## config.mk

```make
export PLATFORM = sky130hd
export DESIGN_NAME = croc_lane
export DESIGN_NICKNAME = d
export VERILOG_FILES = /design/src/rtl/croc_lane.sv
export SDC_FILE = /design/constraint.sdc
export NUM_CORES = 1
export LEC_CHECK = 0
export ABC_AREA = 1
export CORE_UTILIZATION = 43
export CTS_CLUSTER_SIZE = 40
export DETAILED_ROUTE_END_ITERATION = 12
export HOLD_SLACK_MARGIN = 0.08
export PLACE_DENSITY = 0.7
export SYNTH_ARGS = -nofsm -noshare
export SYNTH_HDL_FRONTEND = slang
export SYNTH_SLANG_ARGS = --single-unit
```

## constraint.sdc

```tcl
create_clock -name clk -period 2.9 [get_ports clk]
set_input_delay 0.58 -clock clk [delete_from_list [all_inputs] [get_ports clk]]
set_output_delay 0.58 -clock clk [all_outputs]
set_load 0.005 [all_outputs]
```

## src/rtl/croc_lane.sv

```systemverilog
// croc_lane: one crocodile sprite on a Frogger river lane.
// Renders per-pixel body/jaw coverage from hc/vc and advances position and jaw once per frame tick.
module croc_lane #(
  parameter int LANE_Y          = 200,
  parameter int CROC_W          = 96,
  parameter int CROC_H          = 32,
  parameter int HEAD_W          = 32,
  parameter int H_START         = 144,
  parameter int H_ACTIVE        = 640,
  parameter int FRAME_LINE      = 515,
  parameter int SPEED           = 2,
  parameter int FRAME_DIV       = 1,
  parameter int DIR             = 0,
  parameter int START_X         = 0,
  parameter int MOUTH_CLOSED_FR = 60,
  parameter int MOUTH_OPEN_FR   = 30
) (
  input  logic       clk,
  input  logic       reset,
  input  logic [9:0] hc,
  input  logic [9:0] vc,
  input  logic       pause,
  output logic       croc,
  output logic       croc_jaw,
  output logic [9:0] croc_x,
  output logic       mouth_open
);

  // state  | meaning
  // CLOSED | jaw shut, counting MOUTH_CLOSED_FR frames
  // OPEN   | jaw open, counting MOUTH_OPEN_FR frames
  typedef enum logic {CLOSED, OPEN} jaw_t;

  localparam int          WRAP        = H_ACTIVE + CROC_W;
  localparam logic [10:0] WRAP11      = 11'(WRAP);
  localparam logic [10:0] SPEED11     = 11'(SPEED);
  localparam logic [10:0] H_START11   = 11'(H_START);
  localparam logic [10:0] H_END11     = 11'(H_START + H_ACTIVE);
  localparam logic [10:0] CROC_W11    = 11'(CROC_W);
  localparam logic [10:0] HEAD_W11    = 11'(HEAD_W);
  localparam logic [10:0] LANE_Y11    = 11'(LANE_Y);
  localparam logic [10:0] LANE_END11  = 11'(LANE_Y + CROC_H);
  localparam logic [15:0] DIV_LAST    = 16'(FRAME_DIV - 1);
  localparam logic [15:0] CLOSED_LAST = 16'(MOUTH_CLOSED_FR - 1);
  localparam logic [15:0] OPEN_LAST   = 16'(MOUTH_OPEN_FR - 1);

  logic [9:0]  p;
  logic [15:0] div_cnt;
  logic [15:0] mcnt;
  jaw_t        state;

  logic        tick;
  logic [10:0] p11, hc11, vc11, edge_r, step_sum;
  logic [9:0]  p_next;
  logic        in_lane, in_vis, cov_h, head;

  assign tick   = (hc == 10'd0) && (vc == 10'(FRAME_LINE));
  assign p11    = {1'b0, p};
  assign hc11   = {1'b0, hc};
  assign vc11   = {1'b0, vc};
  // one column past the sprite's right edge, in hc coordinates
  assign edge_r = p11 + H_START11;

  always_comb begin
    step_sum = p11 + SPEED11;
    p_next   = p;
    if (DIR == 0) begin
      p_next = (step_sum >= WRAP11) ? 10'(step_sum - WRAP11) : 10'(step_sum);
    end else begin
      p_next = (p11 >= SPEED11) ? 10'(p11 - SPEED11) : 10'(p11 + WRAP11 - SPEED11);
    end
  end

  // offscreen parts of the sprite never render, so p=0 hides it completely
  assign in_lane = (vc11 >= LANE_Y11) && (vc11 < LANE_END11);
  assign in_vis  = (hc11 >= H_START11) && (hc11 < H_END11);
  assign cov_h   = (hc11 + CROC_W11 >= edge_r) && (hc11 < edge_r);
  assign head    = (DIR == 0) ? (hc11 + HEAD_W11 >= edge_r)
                              : (hc11 + CROC_W11 < edge_r + HEAD_W11);

  assign croc     = in_lane && in_vis && cov_h;
  assign croc_jaw = croc && head && mouth_open;
  assign croc_x   = p;

  always_ff @(posedge clk) begin
    if (reset) begin
      p          <= 10'(START_X);
      div_cnt    <= '0;
      mcnt       <= '0;
      state      <= CLOSED;
      mouth_open <= 1'b0;
    end else if (tick && !pause) begin
      if (div_cnt == DIV_LAST) begin
        div_cnt <= '0;
        p       <= p_next;
      end else begin
        div_cnt <= div_cnt + 16'd1;
      end
      case (state)
        CLOSED: begin
          if (mcnt == CLOSED_LAST) begin
            state      <= OPEN;
            mouth_open <= 1'b1;
            mcnt       <= '0;
          end else begin
            mcnt <= mcnt + 16'd1;
          end
        end
        OPEN: begin
          if (mcnt == OPEN_LAST) begin
            state      <= CLOSED;
            mouth_open <= 1'b0;
            mcnt       <= '0;
          end else begin
            mcnt <= mcnt + 16'd1;
          end
        end
      endcase
    end
  end

endmodule

```

==> results of run 1 <==
==> registers in the layout, indices dropped and copies added, names as in the netlist <==
name / count
croc_x: 9
div_cnt: 16
mcnt: 16
mouth_open: 1
state: 1
==> worst register-to-register path: stages (launching register included) <==
cell     delay [ns]
dfxtp_1        0.46
ha_1           0.21
nand2_1        0.11
o21ai_0        0.17
nand2_1        0.12
inv_1          0.09
ha_1           0.14
inv_1          0.06
o21ai_2        0.14
nand2_2        0.12
nand2_2        0.09
nand2_1        0.07
nand3_1        0.07
o21ai_0        0.08
==> cell type report <==
type	count	share of cell area [%]
Sequential cell	43	18.18
Clock buffer	5	1.447
Multi-Input combinational cell	435	55.32
Timing Repair Buffer	86	15.29
Clock inverter	3	0.9211
Inverter	77	6.079
Tap cell	105	2.763
==> routing by layer <==
| layer | vias to the layer above | GRT usage, % | share of wire (%) |
|---|---|---|---|
| met5 | - | 0 | 0 |
| met4 | 0 | 6.282 | 1.9 |
| met3 | 14 | 3.074 | 3.7 |
| met2 | 87 | 36.37 | 48 |
| met1 | 1724 | 28.04 | 47 |
| li1 | 1993 | - | - |
==> cell usage after synthesis (all sizes together) <==
cell type,count,area share [%]
nand2,150,16
inv,77,8.0
nor2,66,7.4
nand3,56,8.8
dfxtp,43,24
a21oi,28,3.9
nor3,28,5.0
ha,27,9.3
o21ai,21,3.1
xor2,19,4.6
nand4,14,2.4
buf,7,1.7
o21a,5,1.0
or2,5,0.86
xnor2,4,0.97
a211oi,3,0.90
clkbuf,3,0.31
nor4,3,0.52
and2,2,0.35
nand3b,2,0.41
a31o,1,0.24
conb,1,0.10
==> cells by family after synthesis <==
logic type / count (synthesis)
other: 1
AND/OR/NAND/NOR: 326
flip-flops: 43
adder cells (fa/ha/maj): 27
AO/OA/AOI/OAI: 58
buffers and inverters: 87
XOR/XNOR: 23
==> through the flow <==
stage          utilization, %  cell area [µm²]
5_1_grt                 58.16             4755
3_5_place_dp            53.44             4369
3_3_place_gp            53.44             4369
6_report                58.16             4755
2_1_floorplan               -             3626
4_1_cts                 56.72             4637
==> cell usage in the layout (no fill, tap or decap), types with 4 or more instances in the layout <==
master,n
nand2_1,132
inv_1,64
nor2_1,60
buf_4,49
nand3_1,46
dfxtp_1,40
clkdlybuf4s50_1,28
a21oi_1,23
nor3_1,21
ha_1,20
o21ai_0,16
xor2_1,16
nand4_1,14
nand2_2,13
inv_2,13
nand3_2,7
ha_4,7
nor3_2,6
o21a_1,5
nand2_4,5
a21oi_2,5
clkbuf_8,5
nor2_2,4
==> worst min-delay path by stage <==
stage           startpoint           to  slack (ns)  depth (start not counted)
5_1_grt        div_cnt[14]  div_cnt[14]        0.50                          2
6_report       div_cnt[14]  div_cnt[14]        0.47                          2
2_1_floorplan  div_cnt[14]  div_cnt[14]        0.44                          2
3_3_place_gp   div_cnt[14]  div_cnt[14]        0.45                          2
3_5_place_dp   div_cnt[14]  div_cnt[14]        0.47                          2
4_1_cts        div_cnt[14]  div_cnt[14]        0.48                          2
==> report_power, final <==
part / internal [µW] / total, µW / switching [µW] / leakage, µW
clock: 257 / 478 / 222 / 0.0000581
combinational: 101 / 205 / 104 / 0.00160
sequential: 590 / 590 / 0.000105 / 0.000348
==> timing repair <==
action	4_1_cts	5_1_grt
gates resized for setup	45	26
cloned	0	0
pin swaps	20	26
hold endpoints to repair	0	0
setup buffers	6	1
endpoints found under the setup margin	2	2
==> flow_metrics.py, run 1 <==
metrics = {
    "finish": {
        "diodes": 0,
        "n_fill_cell": 784,
        "ff_latch_area_um2": 864.6,
        "nets": 698,
        "drive_above_1_share_pct": 22.19,
        "multiInputGateArea_um2": 2630,
        "area_growth_pct": 31.12,
        "final_cells": 754,
    },
    "critical_path": {
        "crit_path_end": "croc_jaw",
        "crit_type": "reg -> out",
        "crit_slowest_cell": "dfxtp_2",
        "cp-startpoint": "croc_x[5]",
        "crit_required_ns": 2.32,
        "r2r_slack_ns": 0.89,
        "cp_slowest_stage_delay_ns": 0.35,
        "r2r_cells": 13,
        "cp-end-kind": "output port",
        "path_cells": "ha_4 -> or2_4 -> nand2_4 -> buf_6 -> ha_4 -> nand2_2 -> nand2_2 -> a21oi_2 -> nand2_1 -> nand2_1 -> nand3_2 -> a21oi_2 -> nand3_1 -> nor2_1 -> buf_2",
        "cp.arrival_ns": 2.32,
        "critPathTopFamily": "simple AND/OR/NAND/NOR gates",
        "start_kind": "flop",
        "path_max_fanout": 3,
        "r2r-end": "croc_x[5]",
        "crit_cells": 15,
        "cp_num_buf_inv": 2,
        "r2r-start": "croc_x[1]",
    },
    "timing": {
        "final_max_slew_viol_count": 0,
        "hold_viol": 0,
        "finClkSkew_ns": 0.008675,
        "hold_slack_ns": 0.4739,
        "fin_crit_sh_pct": 99.91,
        "timing.setup.tns_ns": 0,
        "setup_violations": 0,
        "period_minus_slack_ns": 2.897,
        "grt_setup_unrepaired": "yes",
        "fmax_ghz": 0.3451,
        "timing.final.ws_setup_ns": 0.002624,
    },
    "logic_synthesis": {
        "synthXorXnorAreaFrac_pct": 5.556,
        "synth-compound-area-share_pct": 9.144,
        "yosys.area_share.adder_pct": 9.317,
        "seq_area_frac_synth_pct": 23.74,
        "syn_nets": 615,
        "synthSimpleGateAreaFrac_pct": 42.13,
        "ys_types": 38,
        "synth_cells": 565,
        "muxShareOfSynthArea_pct": 0,
        "netlist_area_um2": 3626,
        "synth_top_family_by_area": "simple AND/OR/NAND/NOR gates",
        "synth.ff_latch_count": 43,
        "avgSynthCellArea_um2": 6.418,
        "ys_warn_count": 0,
    },
    "die": {
        "rows": 33,
        "io_pins": 36,
        "dieHeight_um": 93.83,
        "die_w_um": 93.83,
        "core-area_um2": 8175,
        "fp.dieArea_um2": 8804,
        "start_util_pct": 44.35,
    },
    "drt": {
        "num_vias": 3818,
        "drc": 0,
        "drt_iter0_drc": 129,
        "wl_per_cell_um": 12.11,
        "antenna_left": 0,
        "firstDrtPassIters": 5,
        "via_per_inst": 5.064,
        "drt_wl_total_um": 9134,
    },
    "job": {
        "drv_cap": 0,
    },
    "global_route": {
        "grt.total_usage_pct": 21.46,
        "grt_first_pass_wirelength_um": 15330,
        "grt_pass1_vias": 3523,
        "antenna_found_initial": 0,
        "grt-ovfl-total": 0,
        "grt_max_degree": 17,
    },
    "pwr": {
        "total_power_uw": 1273,
        "power_density_nw_per_um2": 267.8,
        "ir_worst_vdd_v": 0.0001938,
        "leakagePower_uw": 0.002005,
    },
    "cts": {
        "cts_buffers": 5,
        "h-tree-depth": 2,
        "clock_path_buffers": 2,
        "clk_pin_slew_worst_paths_ns": 0.09,
        "clock_latency_ns": 0.30,
        "holdBufCountCts": 0,
        "cts_tree": "yes",
        "clockRootBuffer": "clkbuf_8",
        "clock-sinks": 43,
    },
    "worst_hold_path": {
        "hold_class": "reg -> reg",
    },
    "placed_design": {
        "pre_cts_slack_ns": -0.7512,
        "hpwl_um": 7139,
        "dp_cells": 740,
        "numPortBuffers": 34,
        "gp_congestion": 0.8933,
    },
    "outcome": {
        "status": "completed",
    },
}
(Power assumes the default switching activity.)
==> run 2: changes to the inputs <==
Settings changed: CTS_CLUSTER_DIAMETER from default to 80, SETUP_SLACK_MARGIN from default to 0.02.
==> flow_metrics.py, run 2 (same netlist as run 1, synthesis figures left out) <==
metrics = {
    "global_route": {
        "grt-ovfl-total": 0,
        "grt_pass1_vias": 3540,
        "grt_max_degree": 17,
        "grt.total_usage_pct": 21.56,
        "grt_first_pass_wirelength_um": 15420,
        "antenna_found_initial": 0,
    },
    "drt": {
        "via_per_inst": 5.065,
        "num_vias": 3819,
        "antenna_left": 0,
        "drt_iter0_drc": 148,
        "firstDrtPassIters": 4,
        "drt_wl_total_um": 9217,
        "wl_per_cell_um": 12.22,
        "drc": 0,
    },
    "critical_path": {
        "path_cells": "ha_4 -> or2_4 -> nand2_4 -> buf_6 -> ha_4 -> inv_1 -> nor2_2 -> a21oi_2 -> nand2_1 -> nand2_1 -> nand3_2 -> a21oi_2 -> nand3_1 -> nor2_1 -> buf_2",
        "start_kind": "flop",
        "cp-end-kind": "output port",
        "cp_slowest_stage_delay_ns": 0.35,
        "r2r-start": "croc_x[1]",
        "crit_type": "reg -> out",
        "cp-startpoint": "croc_x[5]",
        "critPathTopFamily": "simple AND/OR/NAND/NOR gates",
        "crit_slowest_cell": "dfxtp_2",
        "path_max_fanout": 3,
        "cp.arrival_ns": 2.31,
        "cp_num_buf_inv": 3,
        "crit_required_ns": 2.32,
        "r2r_slack_ns": 0.89,
    },
    "timing": {
        "final_max_slew_viol_count": 0,
        "setup_violations": 0,
        "grt_setup_unrepaired": "yes",
        "fin_crit_sh_pct": 99.72,
        "finClkSkew_ns": 0.008488,
        "fmax_ghz": 0.3458,
        "period_minus_slack_ns": 2.892,
        "hold_slack_ns": 0.4737,
        "timing.final.ws_setup_ns": 0.007984,
        "hold_viol": 0,
    },
    "cts": {
        "clockRootBuffer": "clkbuf_8",
        "clock-sinks": 43,
        "clock_latency_ns": 0.30,
        "h-tree-depth": 2,
        "clk_pin_slew_worst_paths_ns": 0.09,
        "cts_tree": "yes",
        "holdBufCountCts": 0,
        "cts_buffers": 5,
        "clock_path_buffers": 2,
    },
    "die": {
        "core-area_um2": 8175,
        "die_w_um": 93.83,
        "dieHeight_um": 93.83,
        "start_util_pct": 44.35,
        "fp.dieArea_um2": 8804,
        "rows": 33,
        "io_pins": 36,
    },
    "finish": {
        "drive_above_1_share_pct": 22.03,
        "final_cell_mix": "nand2_1, inv_1, nor2_1",
        "nets": 698,
        "area_growth_pct": 31.30,
        "final_common_cell": "nand2_1",
        "n_fill_cell": 783,
        "diodes": 0,
        "ff_latch_area_um2": 864.6,
        "multiInputGateArea_um2": 2641,
    },
    "placed_design": {
        "gp_congestion": 0.8933,
        "hpwl_um": 7139,
        "pre_cts_slack_ns": -0.7512,
        "numPortBuffers": 34,
    },
    "pwr": {
        "power_density_nw_per_um2": 267.4,
        "leakagePower_uw": 0.002004,
        "ir_worst_vdd_v": 0.0001943,
    },
    "worst_hold_path": {
        "worstHoldStart": "div_cnt[14]",
        "hold_class": "reg -> reg",
    },
    "outcome": {
        "status": "completed",
    },
    "job": {
        "drv_cap": 0,
    },
}
[run 2: cell types whose count changed in the layout (fill, tap and decap cells not counted)]
cell	previous run	this run
clkbuf_2	0	1
clkdlybuf4s15_1	1	0
ha_1	20	19
ha_4	7	8
nand2_1	132	133
nand2_2	13	12
nand3_1	46	48
nand3_2	7	5
xor2_2	2	1
xor2_4	1	2
[run 2: area by class of cell]
class                           count  share of cell area [%]
Clock buffer                        5                   1.445
Timing Repair Buffer               86                   15.16
Inverter                           77                   6.071
Sequential cell                    43                   18.16
Multi-Input combinational cell    435                   55.48
Clock inverter                      3                  0.9198
Tap cell                          105                   2.760
[run 2: per-layer routing]
metal | wire length (µm) | GRT usage (%)
met4 | 204 | 6.538
met2 | 4381 | 36.62
met3 | 366 | 2.994
met5 | 0 | 0
met1 | 4264 | 28.09
[run 2: what timing repair did]
| item | 4_1_cts | 5_1_grt |
|---|---|---|
| setup buffers | 6 | 1 |
| resized for setup | 51 | 20 |
| setup endpoints to repair | 2 | 2 |
| pin swaps | 28 | 19 |
[run 2: worst paths after layout]
path	to	depth (start not counted)
worst min register to register	div_cnt[14]	2
worst max-delay path	croc_jaw	15
worst max register to register	croc_x[5]	13
worst min-delay path	div_cnt[14]	2
[run 2: worst register-to-register path, delay by kind of cell, from the launching register on]
family	cells	cell delay, ns
fa+ha+maj	2	0.35
compound gates	3	0.39
simple gates	6	0.55
buf+inv	2	0.15
flops	1	0.46
[run 2: power by group]
group	internal (µW)	switching [µW]
Sequential	590	0.000105
Combinational	102	106
Clock	257	219
[run 2: per-stage QoR]
stage          TNS [ns]  util (%)  std cells  area, µm²  power (µW)
2_1_floorplan         0         -        565       3626       690.9
6_report              0     58.23        754       4761        1273
4_1_cts        -0.01003     56.83        753       4646        1268
3_5_place_dp     -1.477     53.44        740       4369       776.5
5_1_grt         -0.2342     58.23        754       4761        1332
3_3_place_gp     -1.396     53.44        740       4369       774.0
